<file path="config.mk">
export PLATFORM = sky130hd
export DESIGN_NAME = mem_access_unit_flat
export DESIGN_NICKNAME = d
export VERILOG_FILES = /design/src/rtl/mem_access_unit_pkg.sv /design/src/rtl/mem_access_unit_if.sv /design/src/rtl/mem_access_unit.sv /design/src/flat_wrapper.sv
export SDC_FILE = /design/constraint.sdc
export NUM_CORES = 1
export LEC_CHECK = 0
export BUFFER_PORTS_ARGS = -buffer_cell sky130_fd_sc_hd__clkbuf_2
export CORE_UTILIZATION = 48
export DETAILED_ROUTE_END_ITERATION = 10
export PLACE_DENSITY = 0.81
export SLEW_MARGIN = 40
export SYNTH_ARGS = -nofsm -noshare
export SYNTH_HDL_FRONTEND = slang
export SYNTH_SLANG_ARGS = --single-unit
</file>
<file path="constraint.sdc">
create_clock -name Clk -period 2.25 [get_ports Clk]
set_clock_uncertainty 0.05 [all_clocks]
set_input_delay 0.3375 -clock Clk [delete_from_list [all_inputs] [get_ports Clk]]
set_output_delay 0.3375 -clock Clk [all_outputs]
set_load 0.01 [all_outputs]
</file>
<file path="src/rtl/mem_access_unit_pkg.sv">
// Shared definitions for the load/store controller: state encoding,
// word width, default memory size and the address range check.
package mem_access_unit_pkg;

    localparam int unsigned WORD_W        = 16;
    localparam int unsigned MEM_BYTES_DEF = 64;

    typedef logic [WORD_W-1:0] word_t;

    typedef enum logic [1:0] {
        ST_IDLE = 2'd0,
        ST_RD   = 2'd1,
        ST_WR   = 2'd2,
        ST_DONE = 2'd3
    } state_e;

    // Out of range if the first byte is past the end, or if a second byte
    // is touched (pair=1) and it is past the end. One extra bit stops
    // Addr+1 wrapping at 0xFFFF.
    function automatic logic addr_err(input word_t addr, input logic pair,
                                      input int unsigned mem_bytes);
        logic [WORD_W:0] lim;
        logic [WORD_W:0] a0;
        logic [WORD_W:0] a1;
        lim = (WORD_W+1)'(mem_bytes);
        a0  = {1'b0, addr};
        a1  = a0 + 1'b1;
        return (a0 >= lim) || (pair && (a1 >= lim));
    endfunction

endpackage

</file>
<file path="src/rtl/mem_access_unit_if.sv">
// Core request/response and data-memory bus of the load/store controller.
interface mem_access_unit_if;
    import mem_access_unit_pkg::*;

    // core side
    logic  Req;
    logic  Store;
    logic  ByteOp;
    logic  SignExt;
    word_t Addr;
    word_t StoreData;
    logic  Busy;
    logic  Done;
    logic  Err;
    word_t LoadData;
    // memory side
    word_t MemAddr;
    logic  MemRead;
    logic  MemWrite;
    logic  CTRLBW;
    logic  CTRLM;
    word_t MemWData;
    word_t MemData;

    // view of the controller itself
    modport slave (
        input  Req, Store, ByteOp, SignExt, Addr, StoreData, MemData,
        output Busy, Done, Err, LoadData,
        output MemAddr, MemRead, MemWrite, CTRLBW, CTRLM, MemWData
    );

    // view of the core plus memory around the controller
    modport master (
        output Req, Store, ByteOp, SignExt, Addr, StoreData, MemData,
        input  Busy, Done, Err, LoadData,
        input  MemAddr, MemRead, MemWrite, CTRLBW, CTRLM, MemWData
    );

endinterface

</file>
<file path="src/rtl/mem_access_unit.sv">
// Load/store controller for the byte-addressed 16-bit data memory.
// Byte stores are read-modify-write because the memory always writes a word.
module mem_access_unit
    import mem_access_unit_pkg::*;
#(
    parameter int unsigned MEM_BYTES = MEM_BYTES_DEF,
    parameter int unsigned READ_LAT  = 1
) (
    input  logic               Clk,
    input  logic               Rst_n,
    mem_access_unit_if.slave   bus
);

    localparam int unsigned    CNT_W    = (READ_LAT > 1) ? $clog2(READ_LAT) : 1;
    localparam logic [CNT_W-1:0] CNT_LAST = CNT_W'(READ_LAT - 1);

    state_e           state_q, state_d;
    logic             store_q, store_d;
    logic             byte_q,  byte_d;
    logic             sext_q,  sext_d;
    logic             err_q,   err_d;
    logic [CNT_W-1:0] cnt_q,   cnt_d;
    word_t            addr_q,  addr_d;
    word_t            sdata_q, sdata_d;
    word_t            rbuf_q,  rbuf_d;
    word_t            load_q,  load_d;

    logic             range_err;
    logic             ctrlbw;

    assign range_err = addr_err(bus.Addr, ~bus.ByteOp | bus.Store, MEM_BYTES);

    // State and datapath registers with synchronous active-low reset
    always_ff @(posedge Clk) begin
        if (!Rst_n) begin
            state_q <= ST_IDLE;
            store_q <= 1'b0;
            byte_q  <= 1'b0;
            sext_q  <= 1'b0;
            err_q   <= 1'b0;
            cnt_q   <= '0;
            addr_q  <= '0;
            sdata_q <= '0;
            rbuf_q  <= '0;
            load_q  <= '0;
        end else begin
            state_q <= state_d;
            store_q <= store_d;
            byte_q  <= byte_d;
            sext_q  <= sext_d;
            err_q   <= err_d;
            cnt_q   <= cnt_d;
            addr_q  <= addr_d;
            sdata_q <= sdata_d;
            rbuf_q  <= rbuf_d;
            load_q  <= load_d;
        end
    end

    // Next-state: accept in IDLE, count read cycles, route byte stores to WR
    always_comb begin
        state_d = state_q;
        store_d = store_q;
        byte_d  = byte_q;
        sext_d  = sext_q;
        err_d   = err_q;
        cnt_d   = cnt_q;
        addr_d  = addr_q;
        sdata_d = sdata_q;
        rbuf_d  = rbuf_q;
        load_d  = load_q;
        unique case (state_q)
            ST_IDLE: begin
                if (bus.Req) begin
                    store_d = bus.Store;
                    byte_d  = bus.ByteOp;
                    sext_d  = bus.SignExt;
                    addr_d  = bus.Addr;
                    sdata_d = bus.StoreData;
                    err_d   = range_err;
                    cnt_d   = '0;
                    if (range_err)
                        state_d = ST_DONE;
                    else if (bus.Store && !bus.ByteOp)
                        state_d = ST_WR;
                    else
                        state_d = ST_RD;
                end
            end
            ST_RD: begin
                if (cnt_q == CNT_LAST) begin
                    // rbuf and LoadData load together so the result is
                    // already visible while Done is high
                    rbuf_d = bus.MemData;
                    if (store_q) begin
                        state_d = ST_WR;
                    end else begin
                        load_d  = bus.MemData;
                        state_d = ST_DONE;
                    end
                end else begin
                    cnt_d = cnt_q + 1'b1;
                end
            end
            ST_WR:   state_d = ST_DONE;
            ST_DONE: state_d = ST_IDLE;
            default: state_d = ST_IDLE;
        endcase
    end

    assign ctrlbw        = (state_q == ST_RD) & byte_q & ~store_q;

    assign bus.Busy      = (state_q != ST_IDLE);
    assign bus.Done      = (state_q == ST_DONE);
    assign bus.Err       = err_q;
    assign bus.LoadData  = load_q;
    assign bus.MemAddr   = addr_q;
    assign bus.MemRead   = (state_q == ST_RD);
    assign bus.MemWrite  = (state_q == ST_WR);
    assign bus.CTRLBW    = ctrlbw;
    assign bus.CTRLM     = ctrlbw & sext_q;
    // byte store rewrites the upper byte with what was just read
    assign bus.MemWData  = byte_q ? {rbuf_q[15:8], sdata_q[7:0]} : sdata_q;

endmodule
</file>
<file path="src/flat_wrapper.sv">
// flat-port wrapper written by rule: the top's interface ports become plain ports
module mem_access_unit_flat import mem_access_unit_pkg::*;
#(
    parameter int unsigned MEM_BYTES = MEM_BYTES_DEF,
    parameter int unsigned READ_LAT  = 1
)
  (Clk, Rst_n, bus_Req, bus_Store, bus_ByteOp, bus_SignExt, bus_Addr, bus_StoreData, bus_MemData, bus_Busy, bus_Done, bus_Err, bus_LoadData, bus_MemAddr, bus_MemRead, bus_MemWrite, bus_CTRLBW, bus_CTRLM, bus_MemWData);
  mem_access_unit_if bus_i ();
  input  logic Clk;
  input  logic Rst_n;
  input wire logic [$bits(bus_i.Req)-1:0] bus_Req;
  input wire logic [$bits(bus_i.Store)-1:0] bus_Store;
  input wire logic [$bits(bus_i.ByteOp)-1:0] bus_ByteOp;
  input wire logic [$bits(bus_i.SignExt)-1:0] bus_SignExt;
  input wire logic [$bits(bus_i.Addr)-1:0] bus_Addr;
  input wire logic [$bits(bus_i.StoreData)-1:0] bus_StoreData;
  input wire logic [$bits(bus_i.MemData)-1:0] bus_MemData;
  output wire logic [$bits(bus_i.Busy)-1:0] bus_Busy;
  output wire logic [$bits(bus_i.Done)-1:0] bus_Done;
  output wire logic [$bits(bus_i.Err)-1:0] bus_Err;
  output wire logic [$bits(bus_i.LoadData)-1:0] bus_LoadData;
  output wire logic [$bits(bus_i.MemAddr)-1:0] bus_MemAddr;
  output wire logic [$bits(bus_i.MemRead)-1:0] bus_MemRead;
  output wire logic [$bits(bus_i.MemWrite)-1:0] bus_MemWrite;
  output wire logic [$bits(bus_i.CTRLBW)-1:0] bus_CTRLBW;
  output wire logic [$bits(bus_i.CTRLM)-1:0] bus_CTRLM;
  output wire logic [$bits(bus_i.MemWData)-1:0] bus_MemWData;
  assign bus_i.Req = bus_Req;
  assign bus_i.Store = bus_Store;
  assign bus_i.ByteOp = bus_ByteOp;
  assign bus_i.SignExt = bus_SignExt;
  assign bus_i.Addr = bus_Addr;
  assign bus_i.StoreData = bus_StoreData;
  assign bus_i.MemData = bus_MemData;
  assign bus_Busy = bus_i.Busy;
  assign bus_Done = bus_i.Done;
  assign bus_Err = bus_i.Err;
  assign bus_LoadData = bus_i.LoadData;
  assign bus_MemAddr = bus_i.MemAddr;
  assign bus_MemRead = bus_i.MemRead;
  assign bus_MemWrite = bus_i.MemWrite;
  assign bus_CTRLBW = bus_i.CTRLBW;
  assign bus_CTRLM = bus_i.CTRLM;
  assign bus_MemWData = bus_i.MemWData;
  mem_access_unit #(.MEM_BYTES(MEM_BYTES), .READ_LAT(READ_LAT)) u_core (.Clk(Clk), .Rst_n(Rst_n), .bus(bus_i));
endmodule
</file>
==> results by group <==
Logic synthesis
  • Mapped Avg Cell Area: 8.705 sq um
  • Area of the mapped netlist: 0.002638 sq mm
  • Area share of the largest cell type after synthesis: 47.06%
  • Synth warn: 0
  • Primary FF master, synth: sky130_fd_sc_hd__dfxtp_1
  • Post-Synthesis Cells: 303
  • Number of flip-flops and latches in the synthesized netlist: 62
  • Top-count cell post-synth: sky130_fd_sc_hd__nand2_1
  • Distinct cell type count after synthesis: 30
  • Most used standard cells in the synthesized netlist: sky130_fd_sc_hd__nand2_1, sky130_fd_sc_hd__dfxtp_1, sky130_fd_sc_hd__a21boi_0
  • Nets in the synthesized netlist: 362
  • Async set-or-reset flop fraction in the synthesized netlist: 0%
  • Post-synthesis cell type with the largest combined area: sky130_fd_sc_hd__dfxtp_1
  • Top area cells in the synthesized netlist: sky130_fd_sc_hd__dfxtp_1, sky130_fd_sc_hd__nand2_1, sky130_fd_sc_hd__a21boi_0
  • Share of the yosys chip area belonging to registers: 47.06%
  • Number of synthesized flops with an enable pin: 0

Power
  • Cell-internal power: 2.421 mW
  • Power per standard cell area: 1082 mW/mm^2
  • Sw Ratio: 34.27%
  • Clk network pwr share: 26.7%
  • Static power due to leakage: 1.525 nW
  • Combinational share of power: 33.7%
  • Net switching power: 1.262 mW
  • Sequential fraction of design power: 39.6%
  • Peak VDD IR: 0.4574 mV

Global routing
  • Pin count of the biggest net entering global routing: 40
  • Antenna violations before repair: 0
  • GRT Residual Overflow: 0
  • Total Routing Usage GR: 20.65%
  • Vias in the first global route: 2195
  • Global-route wire length before repair: 9.666 mm

Clock tree
  • H-tree level count: 3
  • Setup bufs post-CTS: 0
  • Num CTS Buffers: 9
  • Clock-pin slew on the worst setup and hold paths: 0.07 ns
  • Clock latency of the later-clocked register in the worst-skew pair: 0.32 ns
  • Quantity of hold-fixing buffers added after cts: 0
  • Clock tree from TritonCTS: built
  • Sinks on Clock Net: 62
  • Clock root buffer master: sky130_fd_sc_hd__clkbuf_8
  • Clk buf depth: 2

Detailed routing
  • Post-route antenna net violation count: 0
  • Post-Route WL: 5.729 mm
  • Routed vias: 2291
  • Detailed-router iteration count before antenna repair: 4
  • Count of unresolved DRC violations after routing: 0
  • Initial DRC count: 56
  • Routed wire length per instance: 11.99 um
  • Vias per cell: 4.793

Worst setup path
  • Start-to-end type of the worst setup path: reg2out
  • Highest cell delay on the worst timing path: 0.35 ns
  • Gate family responsible for the most delay along the worst path: simple AND/OR/NAND/NOR gates
  • Master of the slowest instance on the critical path: sky130_fd_sc_hd__nor2b_2
  • Critical Path, Cell by Cell: inv_1 > ha_1 > nor2b_2 > and3_1 > clkbuf_2
  • Worst path buffer plus inverter count: 2
  • Worst Path Arrival: 1.62 ns
  • Launching element type of the critical path: flip-flop
  • Type of destination of the critical path: output pin
  • Maximum fanout along the worst path: 9
  • Required time of the critical path: 1.86 ns

Placement
  • RePlAce Congestion: 0.7487
  • Buffers on Ports: 108
  • HPWL after detailed placement: 4.089 mm
  • Post-Place Worst Slack: 0.3689 ns
  • Placed standard-cell area: 0.003201 sq mm

Die
  • Vertical die dimension: 76.13 um
  • IO Pins: 109
  • Placeable Area: 0.005205 sq mm
  • Die Footprint: 0.005795 sq mm
  • Number of placement rows: 26
  • Initial core utilization: 50.67%
  • Width of the die: 76.13 um

Timing
  • Final Hold Viols: 0
  • Achievable clock frequency: 498.9 MHz
  • Post-route minimum period: 2.005 ns
  • Worst-case setup margin in the final layout: 0.2454 ns
  • Endpoints failing setup: 0
  • Worst Tran Pin Value: 0.6420 ns
  • Final worst path period share: 89.09%
  • RSZ-0062 raised after global routing: no
  • Headroom to the max-slew limit: 57.20%
  • Max Transition Viols Final: 0
  • WHS: 0.1884 ns
  • Aggregate negative setup slack: 0 ns

Layout
  • Post-layout net count: 462
  • Fin util: 65.41%
  • Count of fill cells added during filler insertion: 465
  • Antenna diode instance count: 0
  • Design area: 0.003405 sq mm
  • Area growth from synthesis to layout: 29.08%
  • Layout cells sized above 1: 34.80%

Run status
  • Result of the run: finished, final reports clean

Min path
  • Path class of the lowest-slack min-delay path: in2reg

Run
  • Max-Cap Viols: 0
[final cells by class]
cell class,count,area (sq um),area share [%]
clock inverter,3,42.54,1.250
clock buffer,13,158.9,4.667
multi-input combinational,209,1242,36.49
tap,70,87.58,2.573
sequential,62,1241,36.46
timing repair buffer,116,613.1,18.01
inverter,5,18.77,0.5513
[sequential cells by signal (all words and copies together) (netlist names)]
register             cells
u_core.store_q           1
u_core.byte_q            1
u_core.sext_q            1
u_core.rbuf_q            8
u_core.bus.Err           1
u_core.state_q           2
u_core.bus.LoadData     16
u_core.sdata_q          16
u_core.bus.MemAddr      16
[placed cells by master (no fill, tap or decap), types with 2 or more instances in the layout]
cell type                  instances
sky130_fd_sc_hd__a21boi_0         51
sky130_fd_sc_hd__and2_1            2
sky130_fd_sc_hd__and3_1            2
sky130_fd_sc_hd__buf_4             7
sky130_fd_sc_hd__clkbuf_1          2
sky130_fd_sc_hd__clkbuf_2        108
sky130_fd_sc_hd__clkbuf_8         11
sky130_fd_sc_hd__dfxtp_1          62
sky130_fd_sc_hd__ha_1              5
sky130_fd_sc_hd__inv_1             5
sky130_fd_sc_hd__mux2_2            8
sky130_fd_sc_hd__mux2i_1           8
sky130_fd_sc_hd__nand2_1         105
sky130_fd_sc_hd__nand2b_1          2
sky130_fd_sc_hd__nor2_1            2
sky130_fd_sc_hd__nor2b_1           8
sky130_fd_sc_hd__o211ai_1          2
[worst paths after layout]
path	startpoint	end	slack, ns	depth (start not counted)
max	u_core.state_q[1]$_SDFFE_PN0P_	bus_CTRLM	0.25	5
min	bus_StoreData[9]	u_core.sdata_q[9]$_SDFFE_PN0P_	0.19	3
max reg2reg	u_core.state_q[1]$_SDFFE_PN0P_	u_core.bus.LoadData[13]$_SDFFE_PN0P_	0.51	7
min reg2reg	u_core.sdata_q[15]$_SDFFE_PN0P_	u_core.sdata_q[15]$_SDFFE_PN0P_	0.41	2
[metrics by stage]
stage          total power [mW]  instances
5_1_grt                   3.934        478
3_3_place_gp              2.694        462
6_report                  3.684        478
4_1_cts                   3.723        478
3_5_place_dp              2.734        462
2_1_floorplan             2.283        303
[routing by layer]
| layer | track usage [%] | up-vias | share of wire [%] |
|---|---|---|---|
| li1 | - | 1189 | - |
| met1 | 24.62 | 1017 | 47 |
| met4 | 7.692 | 0 | 1.3 |
| met2 | 35.73 | 76 | 45 |
| met5 | 0 | - | 0 |
| met3 | 5.269 | 9 | 6.2 |
[power groups by stage]
stage               logic, mW  registers, mW  clock network, mW
CTS                      1.26           1.46               1.01
global placement         1.22           1.47                  0
floorplan               0.770           1.51                  0
detailed placement       1.25           1.48                  0
global route             1.39           1.49               1.06
finish                   1.24           1.46              0.984
[worst reg2reg max path, stage by stage (launching register included)]
cell	delay, ns
sky130_fd_sc_hd__dfxtp_1	0.38
sky130_fd_sc_hd__inv_1	0.10
sky130_fd_sc_hd__ha_1	0.20
sky130_fd_sc_hd__buf_4	0.19
sky130_fd_sc_hd__nand2b_1	0.28
sky130_fd_sc_hd__buf_4	0.24
sky130_fd_sc_hd__nand2_1	0.06
sky130_fd_sc_hd__a21boi_0	0.16
[cell families (layout without fill, tap and decap cells)]
logic type                 after synthesis  in the layout  synth area share, %
and+or+nand+nor                        127            127                20.73
xor gates and xnor gates                 1              1               0.3321
adders and majority gates                6              6                2.799
muxes                                   16             16                6.452
DFF                                     62             62                47.06
buffers and inverters                   32            137                5.930
AOI/OAI and AO/OA                       59             59                16.70
[repair_timing]
item                                   CTS  global route
gates resized for setup                  0             1
endpoints found under the hold margin    0             0
setup endpoints to repair                0             2
No activity file was read; power rests on OpenSTA's default activity.
